<file path="src/rtl/lsu_dm_master.sv">
// rtl/lsu_dm_master.sv - single-outstanding load/store master driving a synchronous-read data memory
// Half stores are read-modify-write; every output comes straight from a register.
module lsu_dm_master #(
   parameter int DEPTH  = 32,
   parameter int ADDR_W = 12,
   parameter int DATA_W = 32
) (
   input  logic              clk,
   input  logic              rst,
   input  logic              req_valid,
   output logic              req_ready,
   input  logic              req_we,
   input  logic              req_half,
   input  logic              req_signed,
   input  logic [ADDR_W-1:0] req_addr,
   input  logic [DATA_W-1:0] req_wdata,
   output logic              resp_valid,
   input  logic              resp_ready,
   output logic [DATA_W-1:0] resp_data,
   output logic              resp_err,
   output logic              we_DM,
   output logic [ADDR_W-1:0] addDM,
   output logic [DATA_W-1:0] dataDM,
   input  logic [DATA_W-1:0] outDM
);

   typedef enum logic [2:0] {IDLE, RD, MERGE, WR, RESP} state_t;

   localparam logic [31:0] DEPTH_U = DEPTH;

   state_t              state_q;
   logic                rd_wait_q;
   logic                we_q;
   logic                half_q;
   logic                signed_q;
   logic [15:0]         wdata_lo_q;
   logic                req_ready_q;
   logic                resp_valid_q;
   logic [DATA_W-1:0]   resp_data_q;
   logic                resp_err_q;
   logic                we_dm_q;
   logic [ADDR_W-1:0]   add_dm_q;
   logic [DATA_W-1:0]   data_dm_q;

   logic                fault_d;
   logic [DATA_W-1:0]   ld_data_d;
   logic [DATA_W-1:0]   merge_data_d;

   assign fault_d      = 32'(req_addr) >= DEPTH_U;
   assign merge_data_d = {outDM[DATA_W-1:16], wdata_lo_q};

   always_comb begin
      ld_data_d = outDM;
      if (half_q) begin
         ld_data_d = {{(DATA_W-16){signed_q & outDM[15]}}, outDM[15:0]};
      end
   end

   // RD spends its first cycle letting datamem register the word; the response
   // register is armed one edge after RESP entry on the fault and WR paths.
   always_ff @(posedge clk) begin
      if (rst) begin
         state_q      <= IDLE;
         rd_wait_q    <= 1'b0;
         we_q         <= 1'b0;
         half_q       <= 1'b0;
         signed_q     <= 1'b0;
         wdata_lo_q   <= '0;
         req_ready_q  <= 1'b1;
         resp_valid_q <= 1'b0;
         resp_data_q  <= '0;
         resp_err_q   <= 1'b0;
         we_dm_q      <= 1'b0;
         add_dm_q     <= '0;
         data_dm_q    <= '0;
      end else begin
         case (state_q)
            IDLE: begin
               if (req_valid && req_ready_q) begin
                  req_ready_q <= 1'b0;
                  we_q        <= req_we;
                  half_q      <= req_half;
                  signed_q    <= req_signed;
                  wdata_lo_q  <= req_wdata[15:0];
                  resp_data_q <= '0;
                  resp_err_q  <= 1'b0;
                  if (fault_d) begin
                     resp_err_q <= 1'b1;
                     state_q    <= RESP;
                  end else begin
                     add_dm_q <= req_addr;
                     if (req_we && !req_half) begin
                        we_dm_q   <= 1'b1;
                        data_dm_q <= req_wdata;
                        state_q   <= WR;
                     end else begin
                        rd_wait_q <= 1'b1;
                        state_q   <= RD;
                     end
                  end
               end
            end
            RD: begin
               if (rd_wait_q) begin
                  rd_wait_q <= 1'b0;
               end else if (we_q) begin
                  we_dm_q   <= 1'b1;
                  data_dm_q <= merge_data_d;
                  state_q   <= MERGE;
               end else begin
                  resp_data_q  <= ld_data_d;
                  resp_valid_q <= 1'b1;
                  state_q      <= RESP;
               end
            end
            MERGE: begin
               we_dm_q      <= 1'b0;
               resp_valid_q <= 1'b1;
               state_q      <= RESP;
            end
            WR: begin
               we_dm_q <= 1'b0;
               state_q <= RESP;
            end
            RESP: begin
               if (!resp_valid_q) begin
                  resp_valid_q <= 1'b1;
               end else if (resp_ready) begin
                  resp_valid_q <= 1'b0;
                  req_ready_q  <= 1'b1;
                  state_q      <= IDLE;
               end
            end
            default: state_q <= IDLE;
         endcase
      end
   end

   assign req_ready  = req_ready_q;
   assign resp_valid = resp_valid_q;
   assign resp_data  = resp_data_q;
   assign resp_err   = resp_err_q;
   assign we_DM      = we_dm_q;
   assign addDM      = add_dm_q;
   assign dataDM     = data_dm_q;

endmodule

</file>
<file path="config.mk">
export PLATFORM = sky130hd
export DESIGN_NAME = lsu_dm_master
export DESIGN_NICKNAME = d
export VERILOG_FILES = /design/src/rtl/lsu_dm_master.sv
export SDC_FILE = /design/constraint.sdc
export NUM_CORES = 1
export LEC_CHECK = 0
export ABC_AREA = 1
export CORE_AREA = 2 2 104 106
export CTS_CLUSTER_SIZE = 28
export DETAILED_ROUTE_END_ITERATION = 8
export DIE_AREA = 0 0 106 108
export PLACE_DENSITY = 0.82
export SYNTH_ARGS = -nofsm -noshare
export SYNTH_HDL_FRONTEND = slang
export SYNTH_SLANG_ARGS = --single-unit
</file>
<file path="constraint.sdc">
create_clock -name clk -period 1.6 [get_ports clk]
set_input_delay 0.16 -clock clk [delete_from_list [all_inputs] [get_ports clk]]
set_output_delay 0.16 -clock clk [all_outputs]
set_load 0.01 [all_outputs]
</file>
==> impl_metrics.tcl <==
set metrics [dict create \
    cp_data_arrival_time_ns 1.88 \
    fin_setup_tns_ns 0 \
    hpwlAfterDp_um 9540 \
    max-slew-margin-rel_pct 73.5 \
    floorplan.die.width_um 106 \
    worstSetupEndpointType "flip-flop" \
    cts_root_buf "sky130_fd_sc_hd__clkbuf_8" \
    ioPinCount 163 \
    critPathRequiredTime_ns 1.91 \
    synth_seq_area_share_pct 45.2 \
    post_drt_wl_per_cell_um 14.1 \
    design.final.nets 916 \
    final_min_period_over_clock_period_pct 98.6 \
    final_max_slew_viol_count 0 \
    tritoncts "built" \
    clk_pin_slew_worst_paths_ns 0.10 \
    synth-edff-count 0 \
    synth.avg_cell_area_sq_um 6.83 \
    finalClockSkew_ns 0.0118 \
    pin_count_of_the_biggest_net_entering_global_routing 66 \
    netlist.area_leader.share_pct 45.2 \
    synth_fp_nets 750 \
    tritoncts_num_sinks 103 \
    vdd_ir_drop_max_mv 0.919 \
    maxCapViolations 0 \
    dpl-instance-area_sq_um 6400 \
    drtAntennaViolNets 0 \
    hold_violations 0 \
    numCtsBuffers 9 \
    power.density_nw_per_um2 1210 \
    initialDrtViolationCount 373 \
    area_growth_pct 50.1 \
    port-buffer-count 162 \
    first_global_vias 4559 \
    syn_area_sq_um 4560 \
    final_cell_area_excluding_filler_cells_sq_um 6840 \
    synth_flop_cell "sky130_fd_sc_hd__dfxtp_1" \
    die_area_sq_um 11400 \
    dr_total_vias 4919 \
    wire_length_of_the_first_global_routing_pass_um 21300 \
    layout-drive-gt1-share_pct 9.79 \
    fill_cells 797 \
    clk-insertion-delay-late_ns 0.37 \
    crit_fanout 7 \
    grt-ovfl-total 0 \
    ys_types 26 \
    worstSetupPathType "flip-flop to flip-flop" \
    reg2reg_to "dataDM[26]" \
    setup_viol 0 \
    regToRegStartpoint "state_q[1]" \
    cts.path.max_buffers 2 \
    yosys_warnings 0 \
    num_antenna_cells 0 \
    synthTopCellsByArea "sky130_fd_sc_hd__dfxtp_1, sky130_fd_sc_hd__nand2_1, sky130_fd_sc_hd__nor2_1" \
    per_cell_via_count_in_the_routed_design 5.05 \
    finalWirelength_um 13800 \
    outcome "finished clean" \
    ys_async_sr_fraction_pct 0 \
    floorplan.core_area_sq_um 10200 \
    die_h_um 108 \
    hold_path.startpoint "outDM[6]" \
    global_route.usage.total_pct 22.9 \
    rows 37 \
    route.detailed.drc 0 \
    drtPass1Iterations 5 \
    whs_endpoint "resp_data[6]" \
    antenna_found_initial 0 \
    max_clock_freq_mhz 634 \
    floorplan.initialDensity_pct 44.5 \
    hp-class "primary input to flip-flop" \
    synthDominantAreaCellType "sky130_fd_sc_hd__dfxtp_1" \
    post_synth_inst_count 667 \
    finalWorstPathRequiredPeriod_ns 1.58 \
    ys_ff_latch 103 \
    synthMostInstantiatedCell "sky130_fd_sc_hd__nand2_1" \
    worst_tran_pin_value_ns 0.397 \
    power.static_leakage_nw 2.90 \
    routabilityCongestion 0.949 \
    rrSetupSlack_ns 0.02 \
    timing.reg2reg.worst_path_depth 10 \
    hold_depth 3 \
    htreeDepth 3 \
    crit_path_launch_type "flip-flop" \
    most_instantiated_cells_after_synthesis "sky130_fd_sc_hd__nand2_1, sky130_fd_sc_hd__nor2_1, sky130_fd_sc_hd__dfxtp_1, sky130_fd_sc_hd__o21ai_0, sky130_fd_sc_hd__inv_1" \
]
[power breakdown]
part,switching (W),internal [W]
combinational,0.00179,0.00157
clock,0.000933,0.000779
sequential,0.000234,0.00300
total,0.00296,0.00534
[worst max-delay path by stage]
stage	to	cells past startpoint	slack, ns	from
floorplan	resp_data[16]	9	0.21	state_q[1]
global placement	dataDM[2]	10	-0.14	req_addr[6]
detailed placement	dataDM[12]	10	-0.19	req_addr[8]
CTS	resp_data[9]	9	0.03	state_q[0]
global route	dataDM[19]	10	-0.03	state_q[1]
finish	dataDM[26]	10	0.02	state_q[1]
[stage by stage]
step / utilization, % / std cells / hold WS (ns) / setup WS [ns] / power (W)
3_5_place_dp: 62.6 / 948 / 0.438 / -0.187 / 0.00636
4_1_cts: 64.6 / 964 / 0.350 / 0.0313 / 0.00808
3_3_place_gp: 62.6 / 948 / 0.430 / -0.139 / 0.00625
5_1_grt: 66.9 / 974 / 0.360 / -0.0346 / 0.00878
6_report: 66.9 / 974 / 0.356 / 0.0219 / 0.00830
2_1_floorplan: - / 667 / 0.295 / 0.208 / 0.00489
[cell families (layout without fill, tap and decap cells)]
group	Yosys count	after routing	synth area share [%]
AND/OR/NAND/NOR	334	334	31.0
buffers and inverters	110	281	10.5
flip-flops	103	103	45.2
AO/OA/AOI/OAI	120	120	13.3
[repair_timing]
action,4_1_cts,5_1_grt
pin swaps,0,8
gates resized for setup,3,33
cloned,0,2
buffers inserted,0,8
endpoints found under the setup margin,31,59
hold endpoints to repair,0,0
hold buffers,0,0
[critical path, stage by stage (launching register included)]
cell and delay (ns):
sky130_fd_sc_hd__dfxtp_4 0.43, sky130_fd_sc_hd__nor2_4 0.07, sky130_fd_sc_hd__buf_4 0.14, sky130_fd_sc_hd__nand3_4 0.07, sky130_fd_sc_hd__nand2_2 0.08, sky130_fd_sc_hd__inv_2 0.07
sky130_fd_sc_hd__nand2_2 0.07, sky130_fd_sc_hd__nor2_4 0.23, sky130_fd_sc_hd__clkbuf_16 0.21, sky130_fd_sc_hd__nor2_1 0.04, sky130_fd_sc_hd__nor2_1 0.10
[cell type report]
cell class                      count  area (sq um)  area share (%)
Clock inverter                      6          66.3           0.969
Timing Repair Buffer              195          2010            29.4
Inverter                           70           275            4.02
Sequential cell                   103          2070            30.3
Multi-Input combinational cell    454          2100            30.8
Tap cell                          136           170            2.49
Clock buffer                       10           138            2.01
[cell usage in the layout, fill, tap and decap left out]
master                              n
sky130_fd_sc_hd__nand4_1            2
sky130_fd_sc_hd__dfxtp_4            3
sky130_fd_sc_hd__o21ai_1            5
sky130_fd_sc_hd__nor2_1           120
sky130_fd_sc_hd__buf_8              1
sky130_fd_sc_hd__nand2_8            1
sky130_fd_sc_hd__nor2_2             4
sky130_fd_sc_hd__nand2_1          128
sky130_fd_sc_hd__nand2_4            3
sky130_fd_sc_hd__buf_12             7
sky130_fd_sc_hd__nand3_4            2
sky130_fd_sc_hd__o21ai_0           70
sky130_fd_sc_hd__bufinv_16          1
sky130_fd_sc_hd__dfxtp_1          100
sky130_fd_sc_hd__clkdlybuf4s50_1  162
sky130_fd_sc_hd__buf_6              4
sky130_fd_sc_hd__clkinv_2           2
sky130_fd_sc_hd__nor3_4             1
sky130_fd_sc_hd__clkbuf_8          10
sky130_fd_sc_hd__clkbuf_16          2
sky130_fd_sc_hd__buf_4             19
sky130_fd_sc_hd__a31oi_1            1
sky130_fd_sc_hd__nand3_2            1
sky130_fd_sc_hd__inv_1             63
sky130_fd_sc_hd__and3_1             6
sky130_fd_sc_hd__a21oi_1           43
sky130_fd_sc_hd__nand2_2            4
sky130_fd_sc_hd__o211ai_1           1
sky130_fd_sc_hd__nor2_4             7
sky130_fd_sc_hd__inv_6              4
sky130_fd_sc_hd__inv_2              3
sky130_fd_sc_hd__nand3_1           54
sky130_fd_sc_hd__inv_4              3
sky130_fd_sc_hd__nor3_1             1
[flip-flops by register name (all words and copies together) (netlist names)]
signal	count
dataDM	32
resp_data	32
wdata_lo_q	16
addDM	12
state_q	3
half_q	1
rd_wait_q	1
req_ready	1
resp_err	1
resp_valid	1
signed_q	1
we_DM	1
we_q	1
[routing by layer]
metal  GRT usage (%)  part of all wire, %  wire, um  vias to the layer above
met5               0                    0         0                        -
met4            8.36                  2.6       361                        0
met3            5.85                  7.3      1000                       30
met2            39.3                   49      6710                      198
met1            27.9                   41      5690                     2256
li1                -                    -         -                     2435
Power figures use the tool's default switching activity.
